--- config.mk ---
export PLATFORM = sky130hd
export DESIGN_NAME = hazard_scoreboard
export DESIGN_NICKNAME = d
export VERILOG_FILES = /design/src/rtl/hazard_scoreboard.sv
export SDC_FILE = /design/constraint.sdc
export NUM_CORES = 1
export LEC_CHECK = 0
export ABC_AREA = 1
export BUFFER_PORTS_ARGS = -buffer_cell sky130_fd_sc_hd__buf_2
export CORE_MARGIN = 4
export CORE_UTILIZATION = 52
export DETAILED_ROUTE_END_ITERATION = 8
export GPL_TIMING_DRIVEN = 0
export HOLD_SLACK_MARGIN = 0.12
export PLACE_DENSITY = 0.75
export REMOVE_ABC_BUFFERS = 1
export SLEW_MARGIN = 20
export SYNTH_ARGS = -nofsm -noshare
export SYNTH_HDL_FRONTEND = slang
export SYNTH_SLANG_ARGS = --single-unit
--- constraint.sdc ---
create_clock -name clk -period 6.4 [get_ports clk]
set_input_delay 0.32 -clock clk [delete_from_list [all_inputs] [get_ports clk]]
set_output_delay 0.32 -clock clk [all_outputs]
set_load 0.05 [all_outputs]
--- src/rtl/hazard_scoreboard.sv ---
// -----------------------------------------------------------------------------
// hazard_scoreboard
//
// Hazard and forwarding controller for the pipelined MIPS core. It keeps a
// registered scoreboard of in-flight writers, one entry per stage after
// decode (entry 1 = E, entry 2 = M, ...). Each entry holds a destination
// register and a remaining-latency count (tnew). A separate counter tracks
// how busy the multiply/divide unit is.
//
// From that state and the current decode-stage (D) inputs, the block
// combinationally produces:
//    - the D-stage stall, and
//    - the operand forwarding selects for the D and E stages.
//
// Ports
//    clk, reset             clock, synchronous active-high reset
//    d_valid                D holds a real instruction
//    d_rs, d_rt             D source registers
//    d_use_rs, d_use_rt     source is actually read
//    d_tuse_rs, d_tuse_rt   cycles after D until the source value is needed
//    d_dst, d_tnew          destination (0 = none) and its result latency
//    d_md, d_md_start       HI/LO user / multiply-divide start
//    d_md_div               the start is a divide
//    flush                  clears E..W to bubbles at the next edge
//    stall                  freeze PC and IF/ID, and insert a bubble into E
//    md_busy                multiply/divide counter nonzero
//    fwd_d_rs, fwd_d_rt     D operand source (0 = regfile, k = stage k)
//    fwd_e_rs, fwd_e_rt     E operand source (0 = latched, k = stage k >= 2)
// -----------------------------------------------------------------------------
module hazard_scoreboard #(
   parameter int NREG_W  = 5,
   parameter int STAGES  = 3,
   parameter int TNEW_W  = 2,
   parameter int SEL_W   = 3,
   parameter int CNT_W   = 4,
   parameter int MUL_LAT = 5,
   parameter int DIV_LAT = 10
) (
   input  logic              clk,
   input  logic              reset,
   input  logic              d_valid,
   input  logic [NREG_W-1:0] d_rs,
   input  logic [NREG_W-1:0] d_rt,
   input  logic              d_use_rs,
   input  logic              d_use_rt,
   input  logic [TNEW_W-1:0] d_tuse_rs,
   input  logic [TNEW_W-1:0] d_tuse_rt,
   input  logic [NREG_W-1:0] d_dst,
   input  logic [TNEW_W-1:0] d_tnew,
   input  logic              d_md,
   input  logic              d_md_start,
   input  logic              d_md_div,
   input  logic              flush,
   output logic              stall,
   output logic              md_busy,
   output logic [SEL_W-1:0]  fwd_d_rs,
   output logic [SEL_W-1:0]  fwd_d_rt,
   output logic [SEL_W-1:0]  fwd_e_rs,
   output logic [SEL_W-1:0]  fwd_e_rt
);

   typedef logic [NREG_W-1:0] dst_arr_t  [1:STAGES];
   typedef logic [TNEW_W-1:0] tnew_arr_t [1:STAGES];

   // Lowest entry index k >= first whose destination equals src; 0 if none.
   // The scan runs from the oldest entry to the youngest, so the youngest
   // matching writer is the one that survives.
   function automatic logic [SEL_W-1:0] youngest_match(
      input logic [NREG_W-1:0] src,
      input logic              use_src,
      input int                first,
      input dst_arr_t          dsts
   );
      logic [SEL_W-1:0] idx;
      idx = {SEL_W{1'b0}};
      for (int k = STAGES; k >= 1; k--) begin
         idx = (use_src && (src != {NREG_W{1'b0}}) && (k >= first) && (dsts[k] == src))
               ? SEL_W'(k) : idx;
      end
      return idx;
   endfunction

   // tnew of entry idx. idx = 0 (no match) returns 0.
   function automatic logic [TNEW_W-1:0] tnew_at(
      input logic [SEL_W-1:0] idx,
      input tnew_arr_t        tnews
   );
      logic [TNEW_W-1:0] t;
      t = {TNEW_W{1'b0}};
      for (int k = 1; k <= STAGES; k++) begin
         t = (idx == SEL_W'(k)) ? tnews[k] : t;
      end
      return t;
   endfunction

   // Ageing step: one cycle closer to forwardable, saturating at 0.
   function automatic logic [TNEW_W-1:0] dec_sat(input logic [TNEW_W-1:0] t);
      return (t == {TNEW_W{1'b0}}) ? {TNEW_W{1'b0}} : (t - TNEW_W'(1));
   endfunction

   // Scoreboard state
   dst_arr_t          dst_q, dst_d;
   tnew_arr_t         tnew_q, tnew_d;
   logic [NREG_W-1:0] e_rs_q, e_rs_d, e_rt_q, e_rt_d;
   logic              e_use_rs_q, e_use_rs_d, e_use_rt_q, e_use_rt_d;
   logic [CNT_W-1:0]  md_cnt_q, md_cnt_d;

   // Lookup results and hazard terms
   logic [SEL_W-1:0]  d_rs_idx_s, d_rt_idx_s, e_rs_idx_s, e_rt_idx_s;
   logic [TNEW_W-1:0] d_rs_tnew_s, d_rt_tnew_s, e_rs_tnew_s, e_rt_tnew_s;
   logic              rs_haz_s, rt_haz_s, md_haz_s, md_busy_s, stall_s;
   logic              issue_s;

   // Youngest-writer lookups and the D-stage stall decision
   always_comb begin
      d_rs_idx_s  = youngest_match(d_rs, d_use_rs, 1, dst_q);
      d_rt_idx_s  = youngest_match(d_rt, d_use_rt, 1, dst_q);
      e_rs_idx_s  = youngest_match(e_rs_q, e_use_rs_q, 2, dst_q);
      e_rt_idx_s  = youngest_match(e_rt_q, e_use_rt_q, 2, dst_q);
      d_rs_tnew_s = tnew_at(d_rs_idx_s, tnew_q);
      d_rt_tnew_s = tnew_at(d_rt_idx_s, tnew_q);
      e_rs_tnew_s = tnew_at(e_rs_idx_s, tnew_q);
      e_rt_tnew_s = tnew_at(e_rt_idx_s, tnew_q);
      // A producer is a hazard only if it cannot be ready by the use time.
      rs_haz_s    = (d_rs_idx_s != {SEL_W{1'b0}}) && (d_rs_tnew_s > d_tuse_rs);
      rt_haz_s    = (d_rt_idx_s != {SEL_W{1'b0}}) && (d_rt_tnew_s > d_tuse_rt);
      md_busy_s   = (md_cnt_q != {CNT_W{1'b0}});
      md_haz_s    = d_md && md_busy_s;
      stall_s     = d_valid && (rs_haz_s || rt_haz_s || md_haz_s);
   end

   // Output drive: forward only from an entry whose result is already available
   always_comb begin
      stall    = stall_s;
      md_busy  = md_busy_s;
      fwd_d_rs = ((d_rs_idx_s != {SEL_W{1'b0}}) && (d_rs_tnew_s == {TNEW_W{1'b0}}))
                 ? d_rs_idx_s : {SEL_W{1'b0}};
      fwd_d_rt = ((d_rt_idx_s != {SEL_W{1'b0}}) && (d_rt_tnew_s == {TNEW_W{1'b0}}))
                 ? d_rt_idx_s : {SEL_W{1'b0}};
      fwd_e_rs = ((e_rs_idx_s != {SEL_W{1'b0}}) && (e_rs_tnew_s == {TNEW_W{1'b0}}))
                 ? e_rs_idx_s : {SEL_W{1'b0}};
      fwd_e_rt = ((e_rt_idx_s != {SEL_W{1'b0}}) && (e_rt_tnew_s == {TNEW_W{1'b0}}))
                 ? e_rt_idx_s : {SEL_W{1'b0}};
   end

   // Next-state: shift and age the scoreboard, load entry 1, run the md counter
   always_comb begin
      // flush has priority over loading D into entry 1
      issue_s    = d_valid && !stall_s && !flush;

      dst_d[1]   = issue_s ? d_dst  : {NREG_W{1'b0}};
      tnew_d[1]  = issue_s ? d_tnew : {TNEW_W{1'b0}};
      e_rs_d     = issue_s ? d_rs   : {NREG_W{1'b0}};
      e_rt_d     = issue_s ? d_rt   : {NREG_W{1'b0}};
      e_use_rs_d = issue_s && d_use_rs;
      e_use_rt_d = issue_s && d_use_rt;

      for (int k = 2; k <= STAGES; k++) begin
         dst_d[k]  = flush ? {NREG_W{1'b0}} : dst_q[k-1];
         tnew_d[k] = flush ? {TNEW_W{1'b0}} : dec_sat(tnew_q[k-1]);
      end

      // flush leaves the counter alone: an operation already started completes
      if (d_valid && d_md_start && !stall_s) begin
         md_cnt_d = d_md_div ? CNT_W'(DIV_LAT) : CNT_W'(MUL_LAT);
      end else if (md_cnt_q != {CNT_W{1'b0}}) begin
         md_cnt_d = md_cnt_q - CNT_W'(1);
      end else begin
         md_cnt_d = {CNT_W{1'b0}};
      end
   end

   // State registers with synchronous reset to an all-bubble scoreboard
   always_ff @(posedge clk) begin
      if (reset) begin
         for (int k = 1; k <= STAGES; k++) begin
            dst_q[k]  <= {NREG_W{1'b0}};
            tnew_q[k] <= {TNEW_W{1'b0}};
         end
         e_rs_q     <= {NREG_W{1'b0}};
         e_rt_q     <= {NREG_W{1'b0}};
         e_use_rs_q <= 1'b0;
         e_use_rt_q <= 1'b0;
         md_cnt_q   <= {CNT_W{1'b0}};
      end else begin
         dst_q      <= dst_d;
         tnew_q     <= tnew_d;
         e_rs_q     <= e_rs_d;
         e_rt_q     <= e_rt_d;
         e_use_rs_q <= e_use_rs_d;
         e_use_rt_q <= e_use_rt_d;
         md_cnt_q   <= md_cnt_d;
      end
   end

endmodule

==> metrics.csv, run 1 <==
metric,value,unit
die extent in x,76.68,um
Hold Slack,242.4,ps
vias,2046,
Leak,1.474,nW
CTS tree,yes,
crit path kind,register to primary output,
cell count after synthesis,346,
# diodes,0,
htree depth,2,
Clock Tree Buf Depth,2,
Die H,76.68,um
clk root buf,clkbuf_8,
Initial Util,0.5518,
RSZ-0062 raised after global routing,no,
detailed placer's ending HPWL,3.902,mm
nets,416,
cell family with most CP delay,simple AND/OR/NAND/NOR gates,
Vias/cell,4.725,
Crit Path Max Fanout,7,
Setup Buffers After CTS,0,
"commonest non-fill, non-tap cell in the layout",nor2_1,
max incr delay on CP,470,ps
syn avg cell area,7.088,um^2
residual DRC count,0,
synth unique cells,30,
setup TNS,0,ps
GPL Wtd Cong,0.8156,
drt pass-1 iters,4,
Max Clk Rate,323.1,MHz
max_cap viols,0,
largest net degree at the start of global routing,20,
grt ovf,0,
"wirelength, routed",4.901,mm
# setup viols final,0,
initial antenna violation count,0,
Final ANT Viol Nets,0,
I/O pin count,44,
Power Density,211.7,nW/um^2
register bit total from synthesis,37,
placed instance area,2619,um^2
worst hold path type,input pin to register,
placeable core area,4444,um^2
sequential area share after synthesis,0.3020,
worst-path cell chain,"nand2_1, nand2_1, nand2_1, nor2_1, nand3_2, nand4_1, nor2_1, a21oi_1, inv_1, ha_1, a21oi_1, a21oi_1, nand2_2, nand3_2, nand2_2, inv_1, buf_2",
Tcrit/Tclk final,0.4835,
final instance area,2756,um^2
cts repair resizes,0,
Netlist Area Pre-Place,2452,um^2
clock-pin slew on the worst setup and hold paths,80,ps
Peak VDD IR,0.0001544,V
skew final,6.062,ps
P&R area growth vs syn,12.40,%
Hold Buf Count CTS,0,
vias in the first global route,1959,
row cnt,24,
total CTS buffers,5,
most frequent cells in the layout,"nor2_1 (59), inv_1 (57), nand2_1 (50)",
clock latency on the worst-skew pair,290,ps
outcome,finished clean,
max-slew violations,0,
1st-iter DRT viols,133,
first-pass GRT wire length,8.569,mm
Cells on Worst Hold Path,3,
per-cell routed wire length,11.32,um
WP data arrival,2770,ps
Fin. Hold Viols,0,
crit end category,primary output,
post-layout min period,3095,ps
CP Data Required Time,6080,ps
Syn. warnings,0,
total track usage,0.1791,
CP startpoint kind,register,
layout cells sized above 1,0.2021,
Stages on worst setup path,17,
die area,5879,um^2
port bufs,39,
Sink Count,37,
Worst Reg-to-Reg Cells,16,
CP bufs+invs,3,
R2R setup slack,3640,ps
slowest CP cell,dfxtp_1,
-- where the power goes --
part / leakage [nW] / internal (W) / switching (W) / total, W
clock network: 0.0687 / 0.000157 / 0.0000887 / 0.000246
logic: 1.11 / 0.0000322 / 0.0000624 / 0.0000946
registers: 0.300 / 0.000237 / 0.00000630 / 0.000243
-- worst paths after layout --
check                           startpoint         to
worst min register to register   tnew_q[4]  tnew_q[2]
worst max-delay path              dst_q[6]      stall
worst max register to register    dst_q[6]  e_rt_q[0]
worst min-delay path             d_tnew[1]  tnew_q[5]
-- routing by layer --
layer,GRT usage,vias up,part of all wire
met5,0,-,0
met4,0.04891,0,0.012
met3,0.04450,5,0.049
met2,0.3066,40,0.48
met1,0.2225,902,0.46
li1,-,1099,-
-- cell type report --
type                    instances  area (um^2)
clock buffers                   5        68.82
clock inverters                 3        68.82
repair buffers                 39        195.2
multi-input cells             234         1379
flip-flops and latches         37        740.7
well taps                      52        65.06
inverters                      63        239.0
fillers                       410         1688
-- synth_stat cells --
cell type	n	area, um^2
nor2_1	59	221.5
buf_4	4	30.03
nor4_1	2	12.51
nand3_2	6	60.06
inv_1	57	214.0
nand2_2	4	25.02
nand3_1	13	65.06
buf_12	1	20.02
xnor2_1	14	122.6
clkinv_1	1	3.750
o22ai_1	1	6.260
clkbuf_1	1	3.750
nand4_1	2	12.51
buf_2	8	40.04
nand3b_4	1	20.02
ha_1	6	75.07
nor2_2	2	12.51
nand2_1	50	187.7
xor2_1	27	236.5
inv_4	1	6.260
o21ai_0	11	55.05
nor3_1	7	35.03
inv_2	4	15.01
buf_6	1	11.26
a21oi_1	12	60.06
nor2_4	10	112.6
dfxtp_1	37	740.7
o2111ai_1	1	8.760
conb_1	1	3.750
nand3_4	2	35.03
-- state kept, by name, summed over array words and instances (netlist names) --
name / count
dst_q: 15
e_rs_q: 5
e_rt_q: 5
e_use_rs_q: 1
e_use_rt_q: 1
md_cnt_q: 4
tnew_q: 6
-- worst register-to-register path: cells and delay by family, from the launching register on --
kind                       cells  cell delay [ps]
DFF                            1              470
AOI/OAI and AO/OA              3              360
and+or+nand+nor               11             1510
adders and majority gates      1              280
buffers and inverters          1               60
-- per-stage QoR --
step	std cells	setup slack (ps)	total power [W]	utilization
after detailed placement	425	3575	0.0003438	0.5892
after global routing	433	3047	0.0006106	0.6202
after floorplan	334	3924	0.0003162	-
after global placement	425	3564	0.0003416	0.5892
final	433	3305	0.0005835	0.6202
after CTS	433	3290	0.0005890	0.6202
-- logic make-up (layout without fill, tap and decap cells) --
| logic type | after synthesis | in the layout | synth area share |
|---|---|---|---|
| buffers and inverters | 78 | 110 | 0.1403 |
| other | 1 | 4 | 0.001529 |
| DFF | 37 | 37 | 0.3020 |
| xor gates and xnor gates | 41 | 41 | 0.1464 |
| and+or+nand+nor | 158 | 158 | 0.3260 |
| AOI/OAI and AO/OA | 25 | 25 | 0.05306 |
| adders and majority gates | 6 | 6 | 0.03061 |
Note: power is estimated with default switching activity, not from simulation.
==> run 2: changes to the inputs <==
--- a/config.mk
+++ b/config.mk
@@ -8,11 +8,11 @@
 export ABC_AREA = 1
 export BUFFER_PORTS_ARGS = -buffer_cell sky130_fd_sc_hd__buf_2
 export CORE_MARGIN = 4
-export CORE_UTILIZATION = 52
+export CORE_UTILIZATION = 51
 export DETAILED_ROUTE_END_ITERATION = 8
 export GPL_TIMING_DRIVEN = 0
 export HOLD_SLACK_MARGIN = 0.12
-export PLACE_DENSITY = 0.75
+export PLACE_DENSITY = 0.77
 export REMOVE_ABC_BUFFERS = 1
 export SLEW_MARGIN = 20
 export SYNTH_ARGS = -nofsm -noshare
==> constraint.sdc (replaced) <==
create_clock -name clk -period 2.8 [get_ports clk]
set_input_delay 0.14 -clock clk [delete_from_list [all_inputs] [get_ports clk]]
set_output_delay 0.14 -clock clk [all_outputs]
set_load 0.05 [all_outputs]
==> run 2 against run 1 <==
Critical path depth rose by 1; clock power increased by 130%; via count grew 6.7%; die area up 1.8%; largest power group unchanged; highest routed layer unchanged.
==> metrics.csv, run 2 (synthesis results as in run 1) <==
metric,value,unit,change
detailed placer's ending HPWL,4.030,mm,+3.3%
Peak VDD IR,0.0002972,V,+92%
placed cells,425,,unchanged
die area,5982,um^2,+1.8%
P&R area growth vs syn,20.26,%,
Hold Slack,127.1,ps,-115.2 ps
# setup viols final,0,,unchanged
Critical Path Start,dst_q[10],,
CTS tree,yes,,
Final ANT Viol Nets,0,,unchanged
largest net degree at the start of global routing,20,,unchanged
Post-Layout Cell Count,449,,+3.7%
CP bufs+invs,4,,+1
clock-pin slew on the worst setup and hold paths,80,ps,about the same
slowest CP cell,dfxtp_1,,
Stages on worst setup path,18,,+1
Die H,77.35,um,+0.87%
cell family with most CP delay,simple AND/OR/NAND/NOR gates,,
WP data arrival,2580,ps,-190 ps
total track usage,0.1858,,+0.006654
Crit Path Max Fanout,8,,+1
vias in the first global route,2035,,+3.9%
Top reg by flops,dst_q,,
total CTS buffers,5,,unchanged
largest registers,"dst_q x15, tnew_q x6",,
vias,2183,,+6.7%
Sink Count,37,,unchanged
number of flip-flops in the largest register,15,,unchanged
CP endpoint,stall,,
CP startpoint kind,register,,
Cells on Worst Hold Path,3,,unchanged
clock latency on the worst-skew pair,290,ps,about the same
initial antenna violation count,0,,unchanged
outcome,finished clean,,
worst-path cell chain,"inv_1, nand2_1, nand2_1, nand2_1, nor2_2, nand3_4, nand3_1, o21ai_0, a21oi_2, inv_1, ha_1, a21oi_1, a21oi_1, nand2_2, nand3_2, nand2_4, inv_1, buf_6",,
I/O pin count,44,,unchanged
max_cap viols,0,,unchanged
Fillers,392,,-4.4%
Vias/cell,4.862,,+2.9%
max-slew violations,0,,unchanged
Worst Reg-to-Reg Cells,18,,+2
nets,432,,+3.8%
drt pass-1 iters,4,,unchanged
RSZ-0062 raised after global routing,yes,,
crit end category,primary output,,
Slew @ Worst Pin,498.9,ps,
"wirelength, routed",5.379,mm,+9.8%
placeable core area,4504,um^2,+1.4%
per-cell routed wire length,11.98,um,+5.8%
# diodes,0,,unchanged
Tcrit/Tclk final,0.9718,,
Leak,1.559,nW,+5.7%
htree depth,2,,unchanged
CP Data Required Time,2660,ps,-3420 ps
post-layout min period,2721,ps,
Slew headroom,0.6670,,
clk root buf,clkbuf_8,,
Worst R2R End,e_rs_q[2],,
die extent in x,77.35,um,+0.87%
layout cells sized above 1,0.2368,,+0.03468
R2R setup slack,300,ps,-3340 ps
post-route total power,0.001358,W,+130%
first-pass GRT wire length,8.983,mm,+4.8%
placed instance area,2619,um^2,unchanged
final instance area,2949,um^2,+7.0%
worst hold path type,input pin to register,,
Max Clk Rate,367.5,MHz,
Fin. Hold Viols,0,,unchanged
grt ovf,0,,unchanged
1st-iter DRT viols,135,,+1.5%
port bufs,39,,unchanged
row cnt,24,,unchanged
max incr delay on CP,340,ps,-130 ps
crit path kind,register to primary output,,
GPL Wtd Cong,0.8472,,+3.9%
Clock Tree Buf Depth,2,,unchanged
Final Util,0.6547,,+0.03451
R2R Path Start,dst_q[10],,
skew final,6.668,ps,+0.6053 ps
Initial Util,0.5444,,-0.007357
most frequent cells in the layout,"inv_1 (57), nor2_1 (57), nand2_1 (50)",,
residual DRC count,0,,unchanged
Power Density,460.4,nW/um^2,+120%
## run 2: changes by cell type in the layout (fill, tap and decap cells not counted), moves of 2 or more
cell and change:
a21oi_1 -3, a21oi_2 +3, buf_4 +4, dfxtp_1 -7, dfxtp_2 +7, dlygate4sd3_1 +11, nor2_1 -2, nor2_2 +2
## run 2: worst min-delay path by stage
stage / slack [ps] / to / start
finish: 130 / e_rs_q[3] / d_rs[3]
global route: 120 / e_rt_q[2] / d_rt[2]
floorplan: 250 / e_rs_q[2] / d_rs[2]
detailed placement: 370 / tnew_q[5] / d_tnew[1]
CTS: 120 / e_rs_q[3] / d_rs[3]
global placement: 360 / tnew_q[5] / d_tnew[1]
## run 2: power by group
| part | switching, W | internal [W] |
|---|---|---|
| clock network | 0.000205 | 0.000354 |
| logic | 0.000150 | 0.0000915 |
| registers | 0.0000150 | 0.000542 |
## run 2: worst min-delay path: cells and delay by family
kind | cells | cell delay (ps)
simple gates | 1 | 30
buf+inv | 2 | 200
## run 2: routing by layer
metal	GRT usage	vias up	wire length, um
li1	-	1134	-
met1	0.2224	984	2354
met2	0.3282	57	2631
met3	0.04398	8	304
met4	0.05872	0	88
met5	0	-	0
## run 2: timing repair
| item | CTS | global route |
|---|---|---|
| resized for setup | 4 | 11 |
| buffers inserted | 0 | 5 |
| endpoints found under the setup margin | 1 | 20 |
| pin swaps | 0 | 1 |
| endpoints found under the hold margin | 10 | 1 |
| hold buffers | 10 | 1 |
## run 2: metrics by stage
step	setup TNS [ps]	setup slack, ps
finish	0	78.98
floorplan	0	456.9
global placement	0	102.1
CTS	0	24.43
global route	-189.5	-189.5
detailed placement	0	62.84
## run 2: area by class of cell
class | instances | area, um^2 | area share
well taps | 52 | 65.06 | 0.02206
clock buffers | 5 | 68.82 | 0.02333
inverters | 63 | 239.0 | 0.08104
clock inverters | 3 | 65.06 | 0.02206
multi-input cells | 234 | 1400 | 0.4748
flip-flops and latches | 37 | 749.5 | 0.2541
repair buffers | 55 | 361.6 | 0.1226
